`src/rtl/seg7_scan.sv`:
```
// Time-multiplexed 7-segment driver: shadows a packed hex value on load and
// scans one digit per prescaler slot, with decimal points, zero blanking and enable.
module seg7_scan #(
  parameter int unsigned DIGITS     = 4,
  parameter int unsigned DIV        = 50000,
  parameter bit          ACTIVE_LOW = 1'b1
) (
  input  logic                  clk,
  input  logic                  rst,
  input  logic                  load,
  input  logic [4*DIGITS-1:0]   data,
  input  logic [DIGITS-1:0]     dp_in,
  input  logic                  blank_lz,
  input  logic                  en,
  output logic [6:0]            seg,
  output logic                  dp,
  output logic [DIGITS-1:0]     ga
);

  localparam int unsigned CW = (DIV > 1) ? $clog2(DIV) : 1;
  localparam int unsigned IW = (DIGITS > 1) ? $clog2(DIGITS) : 1;
  localparam logic [CW-1:0] CntMax = CW'(DIV - 1);
  localparam logic [IW-1:0] IdxMax = IW'(DIGITS - 1);

  logic [CW-1:0]       cnt_q, cnt_d;
  logic [IW-1:0]       idx_q, idx_d;
  logic                tick;
  logic [4*DIGITS-1:0] sdata_q;
  logic [DIGITS-1:0]   sdp_q;
  logic [6:0]          seg_q, seg_d;
  logic                dp_q, dp_d;
  logic [DIGITS-1:0]   ga_q, ga_d;
  logic [DIGITS-1:0]   lz;
  logic                allz;
  logic [3:0]          nib;
  logic                sdp_sel, blank_sel;

  function automatic logic [6:0] hex7(input logic [3:0] v);
    logic [6:0] g;
    case (v)
      4'h0: g = 7'h3F;
      4'h1: g = 7'h06;
      4'h2: g = 7'h5B;
      4'h3: g = 7'h4F;
      4'h4: g = 7'h66;
      4'h5: g = 7'h6D;
      4'h6: g = 7'h7D;
      4'h7: g = 7'h07;
      4'h8: g = 7'h7F;
      4'h9: g = 7'h6F;
      4'hA: g = 7'h77;
      4'hB: g = 7'h7C;
      4'hC: g = 7'h39;
      4'hD: g = 7'h5E;
      4'hE: g = 7'h79;
      default: g = 7'h71;
    endcase
    return g;
  endfunction

  always_comb begin
    tick  = (cnt_q == CntMax);
    cnt_d = tick ? '0 : cnt_q + CW'(1);
    idx_d = idx_q;
    if (tick) begin
      idx_d = (idx_q == IdxMax) ? '0 : idx_q + IW'(1);
    end
  end

  // lz[i]: nibbles i..DIGITS-1 are all zero; digit 0 is never blanked.
  always_comb begin
    allz = 1'b1;
    lz   = '0;
    for (int i = int'(DIGITS) - 1; i >= 0; i--) begin
      allz  = allz & (sdata_q[4*i +: 4] == 4'h0);
      lz[i] = allz;
    end
    lz[0] = 1'b0;
  end

  always_comb begin
    nib       = '0;
    sdp_sel   = 1'b0;
    blank_sel = 1'b0;
    ga_d      = '0;
    for (int i = 0; i < int'(DIGITS); i++) begin
      if (idx_q == IW'(i)) begin
        nib       = sdata_q[4*i +: 4];
        sdp_sel   = sdp_q[i];
        blank_sel = lz[i] & blank_lz;
        ga_d[i]   = 1'b1;
      end
    end
    seg_d = blank_sel ? 7'h00 : hex7(nib);
    dp_d  = sdp_sel;
    if (!en) begin
      ga_d  = '0;
      seg_d = 7'h00;
      dp_d  = 1'b0;
    end
  end

  always_ff @(posedge clk) begin
    if (rst) begin
      cnt_q   <= '0;
      idx_q   <= '0;
      sdata_q <= '0;
      sdp_q   <= '0;
      seg_q   <= '0;
      dp_q    <= 1'b0;
      ga_q    <= '0;
    end else begin
      cnt_q <= cnt_d;
      idx_q <= idx_d;
      if (load) begin
        sdata_q <= data;
        sdp_q   <= dp_in;
      end
      seg_q <= seg_d;
      dp_q  <= dp_d;
      ga_q  <= ga_d;
    end
  end

  assign seg = ACTIVE_LOW ? ~seg_q : seg_q;
  assign dp  = ACTIVE_LOW ? ~dp_q : dp_q;
  assign ga  = ACTIVE_LOW ? ~ga_q : ga_q;

endmodule

```
`config.mk`:
```
export PLATFORM = sky130hd
export DESIGN_NAME = seg7_scan
export DESIGN_NICKNAME = d
export VERILOG_FILES = /design/src/rtl/seg7_scan.sv
export SDC_FILE = /design/constraint.sdc
export NUM_CORES = 1
export LEC_CHECK = 0
export CORE_MARGIN = 1
export CORE_UTILIZATION = 25
export CTS_CLUSTER_SIZE = 14
export DETAILED_ROUTE_END_ITERATION = 16
export SYNTH_ARGS = -nofsm -noshare
export SYNTH_HDL_FRONTEND = slang
export SYNTH_SLANG_ARGS = --single-unit
```
`constraint.sdc`:
```
create_clock -name clk -period 1.9 [get_ports clk]
set_input_delay 0.57 -clock clk [delete_from_list [all_inputs] [get_ports clk]]
set_output_delay 0.57 -clock clk [all_outputs]
set_load 0.01 [all_outputs]
```
Yosys cells after proc, flatten, opt, wreduce, memory -nomap -nowiden. Memory sizes are Yosys's and may differ from the RTL's. A register that Yosys moved wholly into a read port is not among the register bits. Index checks and enable logic that the tools add are counted.

Bits in registers: 43. ROM bits: 112. Bits of input ports: 25. Output and inout port bits: 12. Logic and storage cells: 45. Memories kept: 1.

Memory list: (name not given) (words 16, bits a word 7, rd ports 1, clocked after memory_dff 1, write ports 0, line 40) `case (v)`.

$add $sub $neg: 2. Eq/ne operators: 4. Muxes and demuxes: 16. Bitwise gates (word level): 9. Reductions and logical operators: 7.

Operators with widths (number): 16-bit by 1-bit adder with 16-bit output, second input constant (1); 16-bit == test, second input constant (1); 4-bit two-way mux (4); 4-bit zero test (3); 1-bit two-way mux (11); 7-bit inverter (1); 1-bit bitwise AND (5); 2-bit == test, second input constant (2); 4-bit inverter (1); 2-bit OR reduction (2); 3-bit OR reduction (1); 2-bit by 1-bit adder with 2-bit output, second input constant (1); 2-bit by 1-bit == test with 1-bit output, second input constant (1); 2-bit zero test (1); 2-bit two-way mux (1); 1-bit inverter (2).

Logic depth before layout (Yosys ltp).
Depth in word-level cells: 8. Depth in mapped cells: 11. Mapped depth without buffers: 10.

Least setup slack after synthesis. No wires, ideal clock.

Kind: reg-to-reg. Start: register idx_q[1]. End: register seg_q[0]. Library setup time: 0.075 ns. Arrival time: 2.025 ns. Required time: 1.825 ns. Path slack: -0.200 ns. Stages on the path, launching flop included: 11. Path buffers: 1. Clock period less this slack: 2.100 ns. Path through: dfxtp_1 > inv_1 > ha_1 > buf_4 > nor2b_1 > a221o_1 > a22o_1 > inv_1 > ha_1 > or3_1 > a31oi_1.

Cells in the longest elaborated chain, start to end: 5. Elaborated cells on any way between the ends: 12. Those cells by class: eq/ne: 3; mux: 7; reduce/logical: 2.

Ends and longest elaborated chain: start, declared (line 26) `logic [IW-1:0] idx_q, idx_d;`; start signal, assigned (line 114) `idx_q <= idx_d;`; 2-bit by 1-bit == test with 1-bit output / 2-bit zero test (equally long branches) (line 87) `if (idx_q == IW'(i)) begin`; 1-bit two-way mux / 4-bit two-way mux (equally long branches) (3 in series) (line 87); 3-bit OR reduction (no source line) / 4-bit two-way mux (equally long branches); end, declared (line 30) `logic [6:0] seg_q, seg_d;`.

Parallel ways exist; a longest one is shown, timed or not. A chain may end at the register's enable or synchronous reset.

Final worst setup path.
Start: register idx_q[0]. End: register seg_q[3].

Same word-level chain as after synthesis.

==> impl_metrics.toml <==
[setup_path]
r2r-start = "idx_q[0]"
critical_path_required_ns = 2.07
worstPathMaxFanout = 6
crit_type = "flip-flop to flip-flop"
arrival_ns = 2.18
cp-end-kind = "flip-flop"
rr_worst_depth = 10
r2r_slack_ns = -0.11
critPathLaunchType = "flip-flop"
r2r-end = "seg_q[3]"

[clocking]
cts-htree-levels = 2
cts_tree = "done"
cts_buffer_depth = 2
path_clk_slew_ns = 0.09
cts_sinks = 50
cts_inserted_buffers = 5
cts-root-buf = "clkbuf_8"
clk_latency_ns = 0.30

[yosys]
avgSynthCellArea_um2 = 9.074
synth-seq-cells = 50
synth_edf_count = 0
yosysWarnings = 0
netlist-cell-type-count = 42
syn_nets = 295
synthesis.area_mm2 = 0.002341
synthArstFlopShare = 0
synth_ff_type = "dfxtp_1"
yosysSeqAreaShare = 0.4276
synthCells = 258

[timing]
maxSlewHeadroom = 0.6398
tightest_slew_ns = 0.5367
post-route-min-period_ns = 2.010
rsz0062_at_grt = "yes"
finalSetupViolCount = 7
clock_skew_ns = 0.008595
max_freq_ghz = 0.4975
period_share = 1.058
report.final.slew_viol_count = 0
fin_ws_ns = -0.1102
hold_viol = 0

[finish]
n_antenna_cell = 0
stdcell_area_mm2 = 0.003309
drive_gt1_frac = 0.2154
layoutNonFillerInstCount = 433
mostFrequentLayoutCells = "dfxtp_1 (48), nor2_1 (43), clkdlybuf4s50_1 (36)"
final_nets = 361
layout_commonest_cell = "dfxtp_1"
syn2layout_area_growth_pct = 41.37

[hold_path]
hp-start = "cnt_q[0]"
hold_class = "flip-flop to flip-flop"
whs_path_depth = 1
hold-path-endpoint = "cnt_q[0]"

[floorplan]
die_area_mm2 = 0.009755
initial_core_util = 0.2633
die_w_um = 98.77
fp-row-count = 34
core_region_area_mm2 = 0.008891
ioPinCount = 37
dieHeight_um = 98.77

[placed_design]
portBuffers = 36
globalplace.congestion = 0.7893
dpl.hpwl_um = 3904
place_area_mm2 = 0.003065
dp.cells = 417

[route]
num_vias = 1919
dr.pass1.iters = 4
wl_per_cell_um = 11.90
drtAntennaViolNets = 0
drcViolationCount = 0
drt_iter0_drc = 59
drt-total-wl_um = 5152
vias_per_cell = 4.432

[flow_run]
cap_viol_max_count = 0

[grt]
grt_overflow = 0
grt_pass1_wl_um = 8714
grt_pass1_vias = 1781
antenna_found_initial = 0
grt_util_all_layers = 0.1134
grt_max_degree = 25

[power]
p_leak_uw = 0.001319
ir_worst_vdd_v = 0.0002919
power_density_mw_per_mm2 = 616.4
power_uw = 2040

[run_status]
violations = "setup timing"
status = "finished with violations"
## sequential cells by signal (all words and copies together) (netlist names)
register  cells
cnt_q        16
seg_q         7
dp_q          1
ga_q          4
idx_q         2
sdata_q      16
sdp_q         4
## cell type report
type | count | area [µm²]
Fill cell | 915 | 5582
Inverter | 21 | 83.83
Clock buffer | 7 | 86.33
Multi-Input combinational cell | 177 | 1351
Sequential cell | 50 | 1008
Clock inverter | 1 | 5.005
Tap cell | 108 | 135.1
Timing Repair Buffer | 69 | 639.4
## stage by stage
step             util  setup TNS (ns)  hold WS, ns  worst slack, ns
2_1_floorplan       -        -0.04785       0.4258         -0.02856
6_report       0.3722         -0.4428       0.4688          -0.1102
5_1_grt        0.3722          -1.194       0.4951          -0.1888
3_3_place_gp   0.3448          -1.408       0.4415          -0.1352
3_5_place_dp   0.3448          -1.833       0.4474          -0.1678
4_1_cts        0.3656         -0.5547       0.4700          -0.1106
## cell usage after synthesis, types with 2 or more instances
cell / number / area share
dfxtp_1: 50 / 0.43
nor2_1: 44 / 0.071
mux2i_1: 22 / 0.094
inv_1: 20 / 0.032
ha_1: 12 / 0.064
nand2_1: 12 / 0.019
and2_1: 7 / 0.019
xor2_1: 7 / 0.026
a21oi_1: 6 / 0.013
nand3_1: 6 / 0.013
xnor2_1: 6 / 0.022
a221oi_1: 5 / 0.019
clkbuf_1: 5 / 0.0080
or3_1: 5 / 0.013
nor2b_1: 4 / 0.011
nor4_1: 4 / 0.011
o21ai_0: 4 / 0.0086
and3_1: 3 / 0.0080
buf_2: 3 / 0.0064
nand2b_1: 3 / 0.0080
nand3b_1: 3 / 0.0096
nand4_1: 3 / 0.0080
nor3b_1: 3 / 0.0096
buf_4: 2 / 0.0064
o21ai_1: 2 / 0.0043
## critical path, stage by stage, from the launching register on
cell      delay [ns]
dfxtp_4         0.37
buf_6           0.12
ha_4            0.18
nor2b_4         0.13
nand2_2         0.07
a221oi_4        0.31
buf_4           0.18
ha_4            0.20
and2_1          0.13
o21ai_1         0.12
a21oi_1         0.08
## kinds of logic after synthesis
family	synth area share
AO/OA/AOI/OAI	0.09033
XOR/XNOR	0.04864
adder cells (fa/ha/maj)	0.06414
buffers and inverters	0.05451
flip-flops	0.4276
multiplexers	0.09888
AND/OR/NAND/NOR	0.2159
## worst max path at each step
| stage | startpoint | endpoint | slack, ns | cells past startpoint |
|---|---|---|---|---|
| floorplan | idx_q[0] | seg_q[0] | -0.03 | 8 |
| global placement | idx_q[0] | seg_q[4] | -0.14 | 9 |
| detailed placement | idx_q[0] | seg_q[3] | -0.17 | 9 |
| CTS | idx_q[0] | seg_q[0] | -0.11 | 7 |
| global route | idx_q[0] | seg_q[6] | -0.19 | 9 |
| finish | idx_q[0] | seg_q[3] | -0.11 | 10 |
## power by group
group	total (µW)	switching (µW)	internal (µW)
Clock	632	338	294
Combinational	292	120	172
Sequential	1120	28.7	1090
## layer usage
metal | wire length (µm) | up-vias | track usage
met5 | 0 | - | 0
met4 | 54 | 0 | 0.03789
met3 | 200 | 5 | 0.03121
met2 | 2178 | 38 | 0.1587
met1 | 2719 | 876 | 0.1657
li1 | - | 1000 | -
## timing repair
item	4_1_cts	5_1_grt
resized for setup	19	4
buffers inserted	3	5
endpoints found under the setup margin	7	8
pin swaps	7	7
hold buffers	0	0
No activity file was read; power rests on OpenSTA's default activity.
